File: src/rtl/adc_dac_pkg.sv
// Shared types and constants for the ADC->DAC sample scheduler.
package adc_dac_pkg;

  localparam int unsigned ADC_W_DEFAULT     = 12;
  localparam int unsigned DAC_W_DEFAULT     = 8;
  localparam int unsigned SCALE_NUM_DEFAULT = 51;
  localparam int unsigned SCALE_DEN_DEFAULT = 1000;

  // Divide by SCALE_DEN as multiply by ceil(2^RECIP_SHIFT / den) then shift.
  // For den=1000 the rounding error is 544; with dividend < 2^18 the error term
  // stays below 2^28, so the quotient is exact over the whole 12-bit input range.
  localparam int unsigned RECIP_SHIFT = 28;

  function automatic int unsigned calc_recip(input int unsigned den);
    longint unsigned num;
    num = (64'd1 << RECIP_SHIFT) + 64'(den) - 64'd1;
    return 32'(num / 64'(den));
  endfunction

  localparam int unsigned RECIP_MUL = calc_recip(SCALE_DEN_DEFAULT);

  typedef enum logic [1:0] {
    StIdle,
    StScale1,
    StScale2,
    StOut
  } state_e;

endpackage

File: src/rtl/adc_dac_scale_pipe.sv
// Two-stage scaler: stage 1 multiplies by the numerator, stage 2 divides by the
// denominator with an exact reciprocal multiply. The output stage holds its
// result and valid bit until the consumer accepts it.
module adc_dac_scale_pipe
  import adc_dac_pkg::*;
#(
  parameter int unsigned InW      = ADC_W_DEFAULT,
  parameter int unsigned OutW     = DAC_W_DEFAULT,
  parameter int unsigned ChW      = 2,
  parameter int unsigned ScaleNum = SCALE_NUM_DEFAULT,
  parameter int unsigned ScaleDen = SCALE_DEN_DEFAULT
) (
  input  logic            clk,
  input  logic            reset,
  input  logic            in_valid_i,
  input  logic [InW-1:0]  in_data_i,
  input  logic [ChW-1:0]  in_ch_i,
  input  logic            out_ready_i,
  output logic            out_valid_o,
  output logic [OutW-1:0] out_data_o,
  output logic [ChW-1:0]  out_ch_o
);

  localparam int unsigned NumW     = $clog2(ScaleNum + 1);
  localparam int unsigned ProdW    = InW + NumW;
  localparam int unsigned RecipMul = calc_recip(ScaleDen);
  localparam int unsigned RecipW   = $clog2(RecipMul + 1);
  localparam int unsigned WideW    = ProdW + RecipW;

  logic [ProdW-1:0] prod_d, prod_q;
  logic [ChW-1:0]   ch1_q;
  logic             v1_q;
  logic [WideW-1:0] wide;
  logic [OutW-1:0]  quot_d, quot_q;
  logic [ChW-1:0]   ch2_q;
  logic             v2_q;

  // Stage 1 and stage 2 arithmetic.
  always_comb begin
    prod_d = ProdW'(in_data_i) * ProdW'(ScaleNum);
    wide   = WideW'(prod_q) * WideW'(RecipMul);
    quot_d = OutW'(wide >> RECIP_SHIFT);
  end

  // Stage 1 register: loads only on a new sample.
  always_ff @(posedge clk or posedge reset) begin
    if (reset) begin
      prod_q <= '0;
      ch1_q  <= '0;
      v1_q   <= 1'b0;
    end else begin
      v1_q <= in_valid_i;
      if (in_valid_i) begin
        prod_q <= prod_d;
        ch1_q  <= in_ch_i;
      end
    end
  end

  // Stage 2 register: result is held until accepted downstream.
  always_ff @(posedge clk or posedge reset) begin
    if (reset) begin
      quot_q <= '0;
      ch2_q  <= '0;
      v2_q   <= 1'b0;
    end else begin
      v2_q <= v1_q | (v2_q & ~out_ready_i);
      if (v1_q) begin
        quot_q <= quot_d;
        ch2_q  <= ch1_q;
      end
    end
  end

  assign out_valid_o = v2_q;
  assign out_data_o  = quot_q;
  assign out_ch_o    = ch2_q;

endmodule

File: src/rtl/adc_dac_sample_scheduler.sv
// Round-robin arbiter sharing one ADC->DAC scaling pipeline among NUM_CH
// sample sources; results leave through a valid/ready port tagged by channel.
module adc_dac_sample_scheduler
  import adc_dac_pkg::*;
#(
  parameter int unsigned NUM_CH    = 4,
  parameter int unsigned ADC_W     = ADC_W_DEFAULT,
  parameter int unsigned DAC_W     = DAC_W_DEFAULT,
  parameter int unsigned SCALE_NUM = SCALE_NUM_DEFAULT,
  parameter int unsigned SCALE_DEN = SCALE_DEN_DEFAULT
) (
  input  logic                      clk,
  input  logic                      reset,
  input  logic                      enable_i,
  input  logic [NUM_CH-1:0]         ch_valid_i,
  input  logic [NUM_CH*ADC_W-1:0]   ch_data_i,
  output logic [NUM_CH-1:0]         ch_ready_o,
  output logic                      dac_valid_o,
  input  logic                      dac_ready_i,
  output logic [DAC_W-1:0]          dac_data_o,
  output logic [$clog2(NUM_CH)-1:0] dac_ch_o,
  output logic                      busy_o,
  output logic [15:0]               conv_count_o
);

  localparam int unsigned ChW = $clog2(NUM_CH);

  state_e           state_q, state_d;
  logic [ChW-1:0]   rr_ptr_q, rr_ptr_d;
  logic [ADC_W-1:0] sample_q;
  logic [ChW-1:0]   ch_q;
  logic [15:0]      conv_count_q;

  logic             grant_found;
  logic [ChW-1:0]   grant_idx;
  logic [ADC_W-1:0] grant_sample;
  logic             take;
  logic             hs;
  logic             pipe_in_valid;

  // Circular priority pick: first requester at or after rr_ptr.
  always_comb begin
    int unsigned idx;
    idx          = 0;
    grant_found  = 1'b0;
    grant_idx    = '0;
    for (int unsigned i = 0; i < NUM_CH; i++) begin
      idx = 32'(rr_ptr_q) + i;
      if (idx >= NUM_CH) idx = idx - NUM_CH;
      if (!grant_found && ch_valid_i[ChW'(idx)]) begin
        grant_found = 1'b1;
        grant_idx   = ChW'(idx);
      end
    end
    grant_sample = ch_data_i[grant_idx*ADC_W +: ADC_W];
  end

  // Pointer advances past the granted channel on every accept.
  always_comb begin
    rr_ptr_d = rr_ptr_q;
    if (take) rr_ptr_d = (grant_idx == ChW'(NUM_CH - 1)) ? '0 : grant_idx + 1'b1;
  end

  assign hs = (state_q == StOut) & dac_ready_i;

  // FSM state register.
  always_ff @(posedge clk or posedge reset) begin
    if (reset) state_q <= StIdle;
    else       state_q <= state_d;
  end

  // FSM next-state logic; the scaling stages have fixed latency.
  always_comb begin
    state_d = state_q;
    unique case (state_q)
      StIdle:   if (take) state_d = StScale1;
      StScale1: state_d = StScale2;
      StScale2: state_d = StOut;
      StOut:    if (dac_ready_i) state_d = StIdle;
      default:  state_d = StIdle;
    endcase
  end

  // FSM outputs; grants are masked during reset so outputs clear without a clock.
  always_comb begin
    take          = 1'b0;
    ch_ready_o    = '0;
    pipe_in_valid = 1'b0;
    busy_o        = 1'b1;
    unique case (state_q)
      StIdle: begin
        busy_o = 1'b0;
        take   = enable_i & grant_found;
        if (take && !reset) ch_ready_o[grant_idx] = 1'b1;
      end
      StScale1: pipe_in_valid = 1'b1;
      default:  ;
    endcase
  end

  // Arbiter pointer, captured sample and handshake counter.
  always_ff @(posedge clk or posedge reset) begin
    if (reset) begin
      rr_ptr_q     <= '0;
      sample_q     <= '0;
      ch_q         <= '0;
      conv_count_q <= '0;
    end else begin
      rr_ptr_q <= rr_ptr_d;
      if (take) begin
        sample_q <= grant_sample;
        ch_q     <= grant_idx;
      end
      if (hs) conv_count_q <= conv_count_q + 16'd1;
    end
  end

  adc_dac_scale_pipe #(
    .InW      (ADC_W),
    .OutW     (DAC_W),
    .ChW      (ChW),
    .ScaleNum (SCALE_NUM),
    .ScaleDen (SCALE_DEN)
  ) u_scale_pipe (
    .clk         (clk),
    .reset       (reset),
    .in_valid_i  (pipe_in_valid),
    .in_data_i   (sample_q),
    .in_ch_i     (ch_q),
    .out_ready_i (dac_ready_i),
    .out_valid_o (dac_valid_o),
    .out_data_o  (dac_data_o),
    .out_ch_o    (dac_ch_o)
  );

  assign conv_count_o = conv_count_q;

endmodule

File: config.mk
export PLATFORM = sky130hd
export DESIGN_NAME = adc_dac_sample_scheduler
export DESIGN_NICKNAME = d
export VERILOG_FILES = /design/src/rtl/adc_dac_pkg.sv /design/src/rtl/adc_dac_scale_pipe.sv /design/src/rtl/adc_dac_sample_scheduler.sv
export SDC_FILE = /design/constraint.sdc
export NUM_CORES = 1
export LEC_CHECK = 0
export CORE_MARGIN = 1.5
export CORE_UTILIZATION = 43
export CTS_BUF_LIST = sky130_fd_sc_hd__clkbuf_4 sky130_fd_sc_hd__clkbuf_8 sky130_fd_sc_hd__clkbuf_16
export DETAILED_ROUTE_END_ITERATION = 12
export GPL_TIMING_DRIVEN = 0
export PLACE_DENSITY = 0.64
export SYNTH_ARGS = -nofsm -noshare
export SYNTH_HDL_FRONTEND = slang
export SYNTH_SLANG_ARGS = --single-unit
File: constraint.sdc
create_clock -name clk -period 5.54 [get_ports clk]
set_input_delay 1.385 -clock clk [delete_from_list [all_inputs] [get_ports clk]]
set_output_delay 1.385 -clock clk [all_outputs]
set_load 0.05 [all_outputs]
## Yosys cells after proc, flatten, opt, wreduce, memory -nomap -nowiden

Cells that the tools add are included.

| storage, ports and cells | value |
|---|---|
| bits in registers | 66 |
| bits in latches | 0 |
| bits in writable memories | 0 |
| memory bits (read-only) | 0 |
| output and inout bits | 32 |
| memories kept | 0 |

| cells by class | value |
|---|---|
| $add $sub $neg | 9 |
| multiply operators | 3 |
| div/mod/pow operators | 0 |
| order comparisons | 10 |
| equal/unequal tests | 6 |
| shift-type cells | 1 |
| multiplexer cells | 31 |
| bitwise gates (word level) | 5 |
| reduce and logical (&&, ||, !) cells | 11 |

Operators by type and width:

| operator | number |
|---|---|
| 48-bit by 7-bit variable part select with 12-bit output | 1 |
| 18-bit by 17-bit multiplier with 34-bit output, second input constant | 1 |
| 2-bit two-way mux | 11 |
| 12-bit by 6-bit multiplier with 18-bit output, second input constant | 1 |
| 16-bit by 1-bit adder with 16-bit output, second input constant | 1 |
| 2-bit by 3-bit less-than comparator with 1-bit output, second input constant | 5 |
| 1-bit two-way mux | 12 |
| 3-bit greater-or-equal comparator, second input constant | 3 |
| 1-bit binary-select mux with 2-bit select | 4 |
| 4-bit two-way mux | 2 |
| 2-bit one-hot mux with 4 select lines | 1 |
| 2-bit by 1-bit subtractor with 2-bit output, second input constant | 4 |
| 2-bit by 2-bit adder with 3-bit output, second input constant | 2 |
| 2-bit == test, second input constant | 3 |
| 1-bit logical AND | 5 |
| 1-bit zero test | 4 |
| 2-bit by 2-bit multiplier with 4-bit output, second input constant | 1 |
| 2-bit != test, second input constant | 2 |
| 2-bit by 1-bit adder with 3-bit output, second input constant | 1 |
| 1-bit AND | 3 |
| 2-bit by 3-bit greater-or-equal comparator with 1-bit output, second input constant | 1 |
| 2-bit by 1-bit adder with 2-bit output, second input constant | 1 |
| 1-bit demux with 2-bit select | 1 |
| 2-bit by 1-bit == test with 1-bit output, second input constant | 1 |
| 5 further kinds | 5 |

## Logic depth before layout (Yosys ltp)

Gate-level depths: netlist of run 1.

| logic depth | value |
|---|---|
| word-level depth | 20 |
| depth in mapped cells | 19 |
| mapped depth without buffers | 19 |

## By module

A second synthesis of run 1 with hierarchy kept.

| second synthesis, totals | value |
|---|---|
| cells, all modules | 845 |
| area total of the unflattened synthesis | 8304.2 um^2 |

Modules (own cells, without submodules):

| module | times used | cells each | area each (um^2) | seq. area each (um^2) |
|---|---|---|---|---|
| adc_dac_scale_pipe | 1 | 643 | 6359.8 | 800.8 |
| adc_dac_sample_scheduler | 1 | 202 | 1944.4 | 850.8 |

## Worst setup path after synthesis of run 1

Ideal clock, no wire load.

| timing path | value |
|---|---|
| kind | flip-flop to flip-flop |
| from | reg u_scale_pipe.prod_q[6] |
| to | reg u_scale_pipe.quot_q[7] (netlist: u_scale_pipe.out_data_o[7]) |
| arrival | 4.995 ns |
| data required time | 5.436 ns |
| path slack | 0.441 ns |
| cell stages (with the launch flop) | 20 |
| buffers on the path | 0 |
| cells stage by stage | dfrtp_1 ha_1 ha_1 fa_1 inv_1 fa_1 inv_1 fa_1 inv_1 fa_1 inv_1 ha_1 a211oi_2 nor2_1 o311ai_2 a211oi_1 o2111ai_2 a21oi_2 or4_1 o311ai_1 |

| on the way | value |
|---|---|
| longest elaborated chain between the ends | 1 |

RTL lines:

| item | RTL line | text |
|---|---|---|
| start, declared | adc_dac_scale_pipe.sv:30 | `logic [ProdW-1:0] prod_d, prod_q;` |
| start signal, assigned | adc_dac_scale_pipe.sv:54 | `prod_q <= prod_d;` |
| 18-bit by 17-bit multiplier with 34-bit output | adc_dac_scale_pipe.sv:41 | `wide = WideW'(prod_q) * WideW'(RecipMul);` |
| end signal, assigned | adc_dac_scale_pipe.sv:69 | `quot_q <= quot_d;` |
| end, declared | adc_dac_scale_pipe.sv:34 | `logic [OutW-1:0] quot_d, quot_q;` |

Every way passes these cells.
A chain may end at the register's enable or synchronous reset.

## Final worst setup path of run 1

Ends and elaborated chain as after synthesis.

==> metrics.yaml, run 1 <==
result_of_the_run: "finished with violations"
violations_in_the_final_reports: "design-rule violations"
largest_net_degree_at_the_start_of_global_routing: 37
dr_total_vias: 5773
synth_top_flop_cell: "sky130_fd_sc_hd__dfrtp_1"
first_global_vias: 6059
worstHoldStart: "conv_count_o[15]"
coreArea_mm2: 0.0181
worstHoldPathType: "reg2reg"
worstPathRequired_ns: 5.78
tritoncts_num_sinks: 66
die_height_um: 139
relSlewSlack: 0.555
timing.reg2reg.worst_path_depth: 19
number_of_enable_type_register_cells_in_the_synthesized_netlist: 0
cts_inserted_buffers: 9
final_nets: 1247
synthesis.yosys.warnings: 0
drt_wl_total_um: 15500
layout_worst_path_cycle_share: 0.965
postSynthNetCount: 1141
grtUsageTotal: 0.175
start_util: 0.441
gp_routability_congestion: 0.774
antenna_cells_inserted: 0
synth_seq_area_share: 0.207
detailed_route_drc_error_count: 2
clk_path_buf_depth: 2
timing.final.crit_period_ns: 5.34
critical_path_arrival_ns: 5.58
cts_tree: "built"
final_report_max_slew_violation_count: 0
skew_ns: 0.00890
initial_drc_count: 197
layout-drive-gt1-share: 0.0839
grt_setup_unrepaired: "yes"
io_buffers: 87
total_die_area_mm2: 0.0194
worstSkewPairLatency_ns: 0.34
io_pins: 88
netlist-cell-type-count: 53
avgViaCountPerCell: 4.93
timing_worst_slew_pin_value_ns: 0.663
cts.root.buffer_cell: "sky130_fd_sc_hd__clkbuf_16"
globalRouteOverflowTotal: 0
ctsHoldBuffers: 0
setup_viol_count_final: 0
std_cell_rows: 49
h_tree_level_count: 3
asyncSetResetFlopFracSynth: 1.00
maximum_net_fanout_on_the_critical_path: 6
worstSetupEndpointType: "register"
utilization: 0.529
netlist_area_mm2: 0.00798
area.growth.synth_to_final_pct: 19.9
finalHoldViolations: 0
drt-pass1-iter-count: 8
r2r_start: "u_scale_pipe.prod_q[6]"
dp_hpwl_um: 13000
mostFrequentLayoutCell: "sky130_fd_sc_hd__ha_1"
clk_transition_reported_paths_ns: 0.06
grt_pass1_wl_um: 27900
dpl-instance-area_mm2: 0.00916
worstSetupPathType: "reg2reg"
wl_per_cell_um: 13.2
mostFrequentLayoutCells: "sky130_fd_sc_hd__ha_1, sky130_fd_sc_hd__inv_1, sky130_fd_sc_hd__clkdlybuf4s50_1"
final_design_area_no_fill_mm2: 0.00957
max_cap_violations: 0
synth_seq_cells: 66
max_freq_mhz: 187
worst_hold_path.num_cells: 1
antenna_found_initial: 0
antenna_left: 0
critical_path.startpoint_type: "register"
setup.worst_path.start: "u_scale_pipe.prod_q[6]"
floorplan.die.width_um: 139
syn_area_per_cell_um2: 9.60
syn_inst: 831
-- through the flow --
| stage | hold WS [ns] | std cells | worst slack [ns] | TNS (ns) |
|---|---|---|---|---|
| finish | 0.474 | 1171 | 0.196 | 0 |
| global route | 0.493 | 1171 | -0.0730 | -0.0770 |
| CTS | 0.475 | 1164 | 0.00770 | 0 |
| detailed placement | 0.464 | 1148 | -0.211 | -0.720 |
| global placement | 0.456 | 1147 | -0.213 | -0.587 |
| floorplan | 0.444 | 831 | 0.441 | 0 |
-- worst paths after layout --
| path | to | slack, ns |
|---|---|---|
| worst min register to register | conv_count_o[15] | 0.47 |
| min in group asynchronous | rr_ptr_q[0] | 1.58 |
| worst max-delay path | u_scale_pipe.out_data_o[7] | 0.20 |
| max in group asynchronous | u_scale_pipe.prod_q[7] | 3.33 |
| worst max register to register | u_scale_pipe.out_data_o[7] | 0.20 |
| worst min-delay path | conv_count_o[15] | 0.47 |
-- area by class of cell --
cell class / instances / area (um^2)
clock buffers: 9 / 225
plain buffers: 12 / 53.8
inverters: 168 / 631
flip-flops and latches: 66 / 1660
repair buffers: 95 / 931
well taps: 229 / 287
multi-input cells: 585 / 5680
clock inverters: 7 / 98.8
fillers: 1627 / 8520
-- per-layer routing --
metal | GRT usage | vias to the layer above | share of wire
li1 | - | 2956 | -
met1 | 0.238 | 2710 | 0.49
met2 | 0.291 | 94 | 0.47
met3 | 0.0303 | 13 | 0.033
met4 | 0.0392 | 0 | 0.0099
met5 | 0 | - | 0
-- cells by family (layout without fill, tap and decap cells) --
kind of cell	count (synthesis)	in the layout	synth area share
XOR/XNOR	32	32	0.0351
AO/OA/AOI/OAI	94	94	0.0796
buffers and inverters	180	291	0.0856
multiplexers	26	26	0.0364
AND/OR/NAND/NOR	179	179	0.0999
flip-flops	66	66	0.207
adder cells (fa/ha/maj)	254	254	0.456
-- repair_timing --
| action | 4_1_cts | 5_1_grt |
|---|---|---|
| endpoints found under the setup margin | 9 | 10 |
| buffers inserted | 0 | 7 |
| pin swaps | 0 | 7 |
| gates resized for setup | 7 | 17 |
-- critical path: stages, from the launching register on --
cell and delay, ns:
sky130_fd_sc_hd__dfrtp_2 0.45, sky130_fd_sc_hd__ha_4 0.25, sky130_fd_sc_hd__ha_1 0.22, sky130_fd_sc_hd__fa_1 0.53, sky130_fd_sc_hd__inv_1 0.05, sky130_fd_sc_hd__fa_1 0.48, sky130_fd_sc_hd__inv_1 0.06, sky130_fd_sc_hd__fa_1 0.53
sky130_fd_sc_hd__inv_1 0.06, sky130_fd_sc_hd__fa_1 0.52, sky130_fd_sc_hd__inv_1 0.04, sky130_fd_sc_hd__ha_1 0.31, sky130_fd_sc_hd__a211oi_2 0.18, sky130_fd_sc_hd__nor2_1 0.08, sky130_fd_sc_hd__o311ai_2 0.30, sky130_fd_sc_hd__a211oi_2 0.16
sky130_fd_sc_hd__o2111ai_2 0.28, sky130_fd_sc_hd__a21oi_4 0.11, sky130_fd_sc_hd__or4_1 0.52, sky130_fd_sc_hd__o311ai_1 0.11
-- synthesized netlist by cell type (2+ instances only) --
master,number,area [um^2]
sky130_fd_sc_hd__o21a_1,2,15.0
sky130_fd_sc_hd__clkbuf_1,9,33.8
sky130_fd_sc_hd__o41ai_1,2,17.5
sky130_fd_sc_hd__mux2i_1,2,20.0
sky130_fd_sc_hd__a21oi_2,2,17.5
sky130_fd_sc_hd__o21ai_0,36,180
sky130_fd_sc_hd__a211o_1,2,17.5
sky130_fd_sc_hd__or3_1,2,12.5
sky130_fd_sc_hd__a221oi_1,3,26.3
sky130_fd_sc_hd__a21oi_1,18,90.1
sky130_fd_sc_hd__nor2b_1,6,37.5
sky130_fd_sc_hd__nand3_1,18,90.1
sky130_fd_sc_hd__nor2_1,59,221
sky130_fd_sc_hd__a211oi_2,3,37.5
sky130_fd_sc_hd__fa_1,62,1240
sky130_fd_sc_hd__nand2b_1,2,12.5
sky130_fd_sc_hd__a31o_2,2,17.5
sky130_fd_sc_hd__a21o_1,2,15.0
sky130_fd_sc_hd__buf_4,2,15.0
sky130_fd_sc_hd__xnor2_1,23,201
sky130_fd_sc_hd__o21ai_1,3,15.0
sky130_fd_sc_hd__nor3_1,3,15.0
sky130_fd_sc_hd__and2_1,4,25.0
sky130_fd_sc_hd__nand2_1,64,240
sky130_fd_sc_hd__inv_1,167,627
sky130_fd_sc_hd__o21bai_1,2,15.0
sky130_fd_sc_hd__or4_1,2,15.0
sky130_fd_sc_hd__o211ai_1,2,15.0
sky130_fd_sc_hd__nor3b_1,6,45.0
sky130_fd_sc_hd__o31ai_1,2,15.0
sky130_fd_sc_hd__a211oi_1,2,15.0
sky130_fd_sc_hd__xor2_1,9,78.8
sky130_fd_sc_hd__mux2_2,24,270
sky130_fd_sc_hd__ha_1,192,2400
sky130_fd_sc_hd__nand4_1,9,56.3
sky130_fd_sc_hd__dfrtp_1,66,1650
-- state kept, by name, summed over array words and instances (netlist names), 2 cells and up --
name and cells:
u_scale_pipe.prod_q 18, conv_count_o 16, sample_q 12, u_scale_pipe.out_data_o 8, ch_q 2, rr_ptr_q 2, state_q 2, u_scale_pipe.ch1_q 2
u_scale_pipe.out_ch_o 2
Power of run 1 is not shown: default switching activity piles up to over one toggle a cycle in this logic, so the estimate is an artifact.
==> inputs of run 2 (changes only) <==
--- a/config.mk
+++ b/config.mk
@@ -6,11 +6,12 @@
 export NUM_CORES = 1
 export LEC_CHECK = 0
 export CORE_MARGIN = 1.5
-export CORE_UTILIZATION = 43
+export CORE_UTILIZATION = 54
 export CTS_BUF_LIST = sky130_fd_sc_hd__clkbuf_4 sky130_fd_sc_hd__clkbuf_8 sky130_fd_sc_hd__clkbuf_16
 export DETAILED_ROUTE_END_ITERATION = 12
 export GPL_TIMING_DRIVEN = 0
-export PLACE_DENSITY = 0.64
+export PLACE_DENSITY = 0.77
+export SKIP_CTS_REPAIR_TIMING = 1
 export SYNTH_ARGS = -nofsm -noshare
 export SYNTH_HDL_FRONTEND = slang
 export SYNTH_SLANG_ARGS = --single-unit
==> run 2 against run 1 <==
The run now ends clean; register-to-register slack better by 0.04 ns; routed wire length fell by 0.30%; worst setup slack improved by 0.037 ns; final cell count down 3.8%; first-iteration DRC count decreased by 14%; global-route usage up 3.9 points; non-clock buffer count did not move; core utilization rose by 13 points; critical endpoint is now u_scale_pipe.out_data_o[6].
==> metrics.yaml, run 2 (synthesized netlist as in run 1, its figures left out) <==
tritoncts_num_sinks: 66  # unchanged
total_die_area_mm2: 0.0155  # -20%
floorplan.die.width_um: 125  # -11%
mostFrequentLayoutCells: "sky130_fd_sc_hd__ha_1, sky130_fd_sc_hd__inv_1, sky130_fd_sc_hd__clkdlybuf4s50_1"
dp_hpwl_um: 12600  # -3.1%
cts_inserted_buffers: 9  # unchanged
final-seq-area_mm2: 0.00166  # -0.15%
grt_setup_unrepaired: "no"
utilization: 0.659  # +0.130
wl_per_cell_um: 13.7  # +3.7%
detailed_route_drc_error_count: 0  # -2
std_cell_rows: 44  # -10%
worstSetupPathType: "reg2reg"
first_global_vias: 6108  # +0.81%
antenna_left: 0  # unchanged
path_buf_inv: 5  # +1
final_report_max_slew_violation_count: 0  # unchanged
final_nets: 1247  # unchanged
globalRouteOverflowTotal: 0  # unchanged
gr-usage-met2: 0.358  # +0.0670
initial_drc_count: 169  # -14%
result_of_the_run: "finished clean"
start_util: 0.551  # +0.110
worstHoldPathType: "reg2reg"
layout_worst_path_cycle_share: 0.958  # -0.00661
largest-register: "u_scale_pipe.prod_q"
num-fill-cells: 1109  # -32%
drt_wl_total_um: 15400  # -0.30%
multi_input_area_mm2: 0.00570  # +0.33%
antenna_found_initial: 0  # unchanged
worstSetupEndpointType: "register"
clk_transition_reported_paths_ns: 0.06  # about the same
gp_routability_congestion: 0.818  # +5.6%
io_pins: 88  # unchanged
use_met3: 0.0318  # +0.00150
timing_worst_slew_pin_value_ns: 0.657  # -0.00633 ns
met1_usage: 0.293  # +0.0560
cts_tree: "built"
io_buffers: 87  # unchanged
cts.root.buffer_cell: "sky130_fd_sc_hd__clkbuf_16"
max_cap_violations: 0  # unchanged
avgViaCountPerCell: 5.16  # +4.6%
cp_common_cell: "sky130_fd_sc_hd__fa_1"
largest_net_degree_at_the_start_of_global_routing: 44  # +19%
critical_path_arrival_ns: 5.54  # -0.04 ns
worstSkewPairLatency_ns: 0.33  # about the same
cp_cell_sequence: "buf_12 -> ha_1 -> ha_2 -> fa_1 -> inv_1 -> fa_1 -> inv_2 -> fa_1 -> inv_1 -> fa_1 -> inv_1 -> ha_4 -> nand4_1 -> or4_1 -> o21ai_2 -> o2111ai_2 -> a21oi_4 -> nor4_1 -> o31ai_2"
timing.final.crit_period_ns: 5.31  # -0.0366 ns
grt_pass1_wl_um: 27800  # -0.30%
drt-pass1-iter-count: 4  # -4
clk_path_buf_depth: 2  # unchanged
dr_total_vias: 5809  # +0.62%
coreArea_mm2: 0.0145  # -20%
max_stage_delay_ns: 0.55  # +0.02 ns
area.growth.synth_to_final_pct: 19.6
die_height_um: 125  # -11%
crit_slowest_cell: "sky130_fd_sc_hd__fa_1"
grtUsageTotal: 0.214  # +0.0395
layout-drive-gt1-share: 0.0849  # +0.00106
max_freq_mhz: 188  # +0.69%
maximum_net_fanout_on_the_critical_path: 5  # -1
finalHoldViolations: 0  # unchanged
worstPathRequired_ns: 5.77  # about the same
skew_ns: 0.00765  # -0.00125 ns
largest_reg_flops: 18  # unchanged
critical_path.startpoint_type: "register"
antenna_cells_inserted: 0  # unchanged
mostFrequentLayoutCell: "sky130_fd_sc_hd__ha_1"
crit_family: "adder cells"
grt_busiest_layer: "met2"
h_tree_level_count: 3  # unchanged
relSlewSlack: 0.562  # +0.00718
setup_viol_count_final: 0  # unchanged
==> run 2: cell types whose count changed in the layout (fill, tap and decap cells not counted), sizes merged <==
cell / change
dlygate4sd2: -2
inv: -2
dlymetal6s2s: +2
buf: +1
clkbuf: +1
==> run 2: path summary, 6_finish.rpt <==
kind	startpoint	slack (ns)	depth (start not counted)	endpoint
worst min register to register	conv_count_o[15]	0.47	1	conv_count_o[15]
worst min-delay path	conv_count_o[15]	0.47	1	conv_count_o[15]
worst max-delay path	u_scale_pipe.prod_q[6]	0.23	19	u_scale_pipe.out_data_o[6]
worst max register to register	u_scale_pipe.prod_q[6]	0.23	19	u_scale_pipe.out_data_o[6]
max in group asynchronous	reset	3.39	3	u_scale_pipe.prod_q[7]
min in group asynchronous	reset	1.53	2	sample_q[10]
==> run 2: area by class of cell <==
| cell class | count | share of cell area |
|---|---|---|
| Tap cell | 184 | 0.0241 |
| Timing Repair Buffer | 95 | 0.0996 |
| Sequential cell | 66 | 0.173 |
| Clock buffer | 11 | 0.0258 |
| Multi-Input combinational cell | 585 | 0.597 |
| Buffer | 12 | 0.00563 |
| Inverter | 168 | 0.0660 |
| Clock inverter | 5 | 0.00812 |
==> run 2: layer usage <==
metal / routed length [um] / up-vias
met4: 206 / 0
li1: - / 2958
met3: 469 / 21
met1: 7450 / 2723
met2: 7300 / 107
met5: 0 / -
==> run 2: per-stage QoR <==
| step | area (um^2) | setup slack [ns] | setup TNS (ns) | std cells | hold slack, ns |
|---|---|---|---|---|---|
| 6_report | 9550 | 0.232 | 0 | 1126 | 0.471 |
| 5_1_grt | 9550 | 0.00131 | 0 | 1126 | 0.489 |
| 4_1_cts | 9430 | -0.234 | -0.689 | 1119 | 0.472 |
| 3_5_place_dp | 9100 | -0.212 | -0.557 | 1103 | 0.459 |
| 3_3_place_gp | 9080 | -0.170 | -0.444 | 1102 | 0.460 |
| 2_1_floorplan | 7980 | 0.441 | 0 | 831 | 0.444 |
Power of run 2 is left out for the same reason.
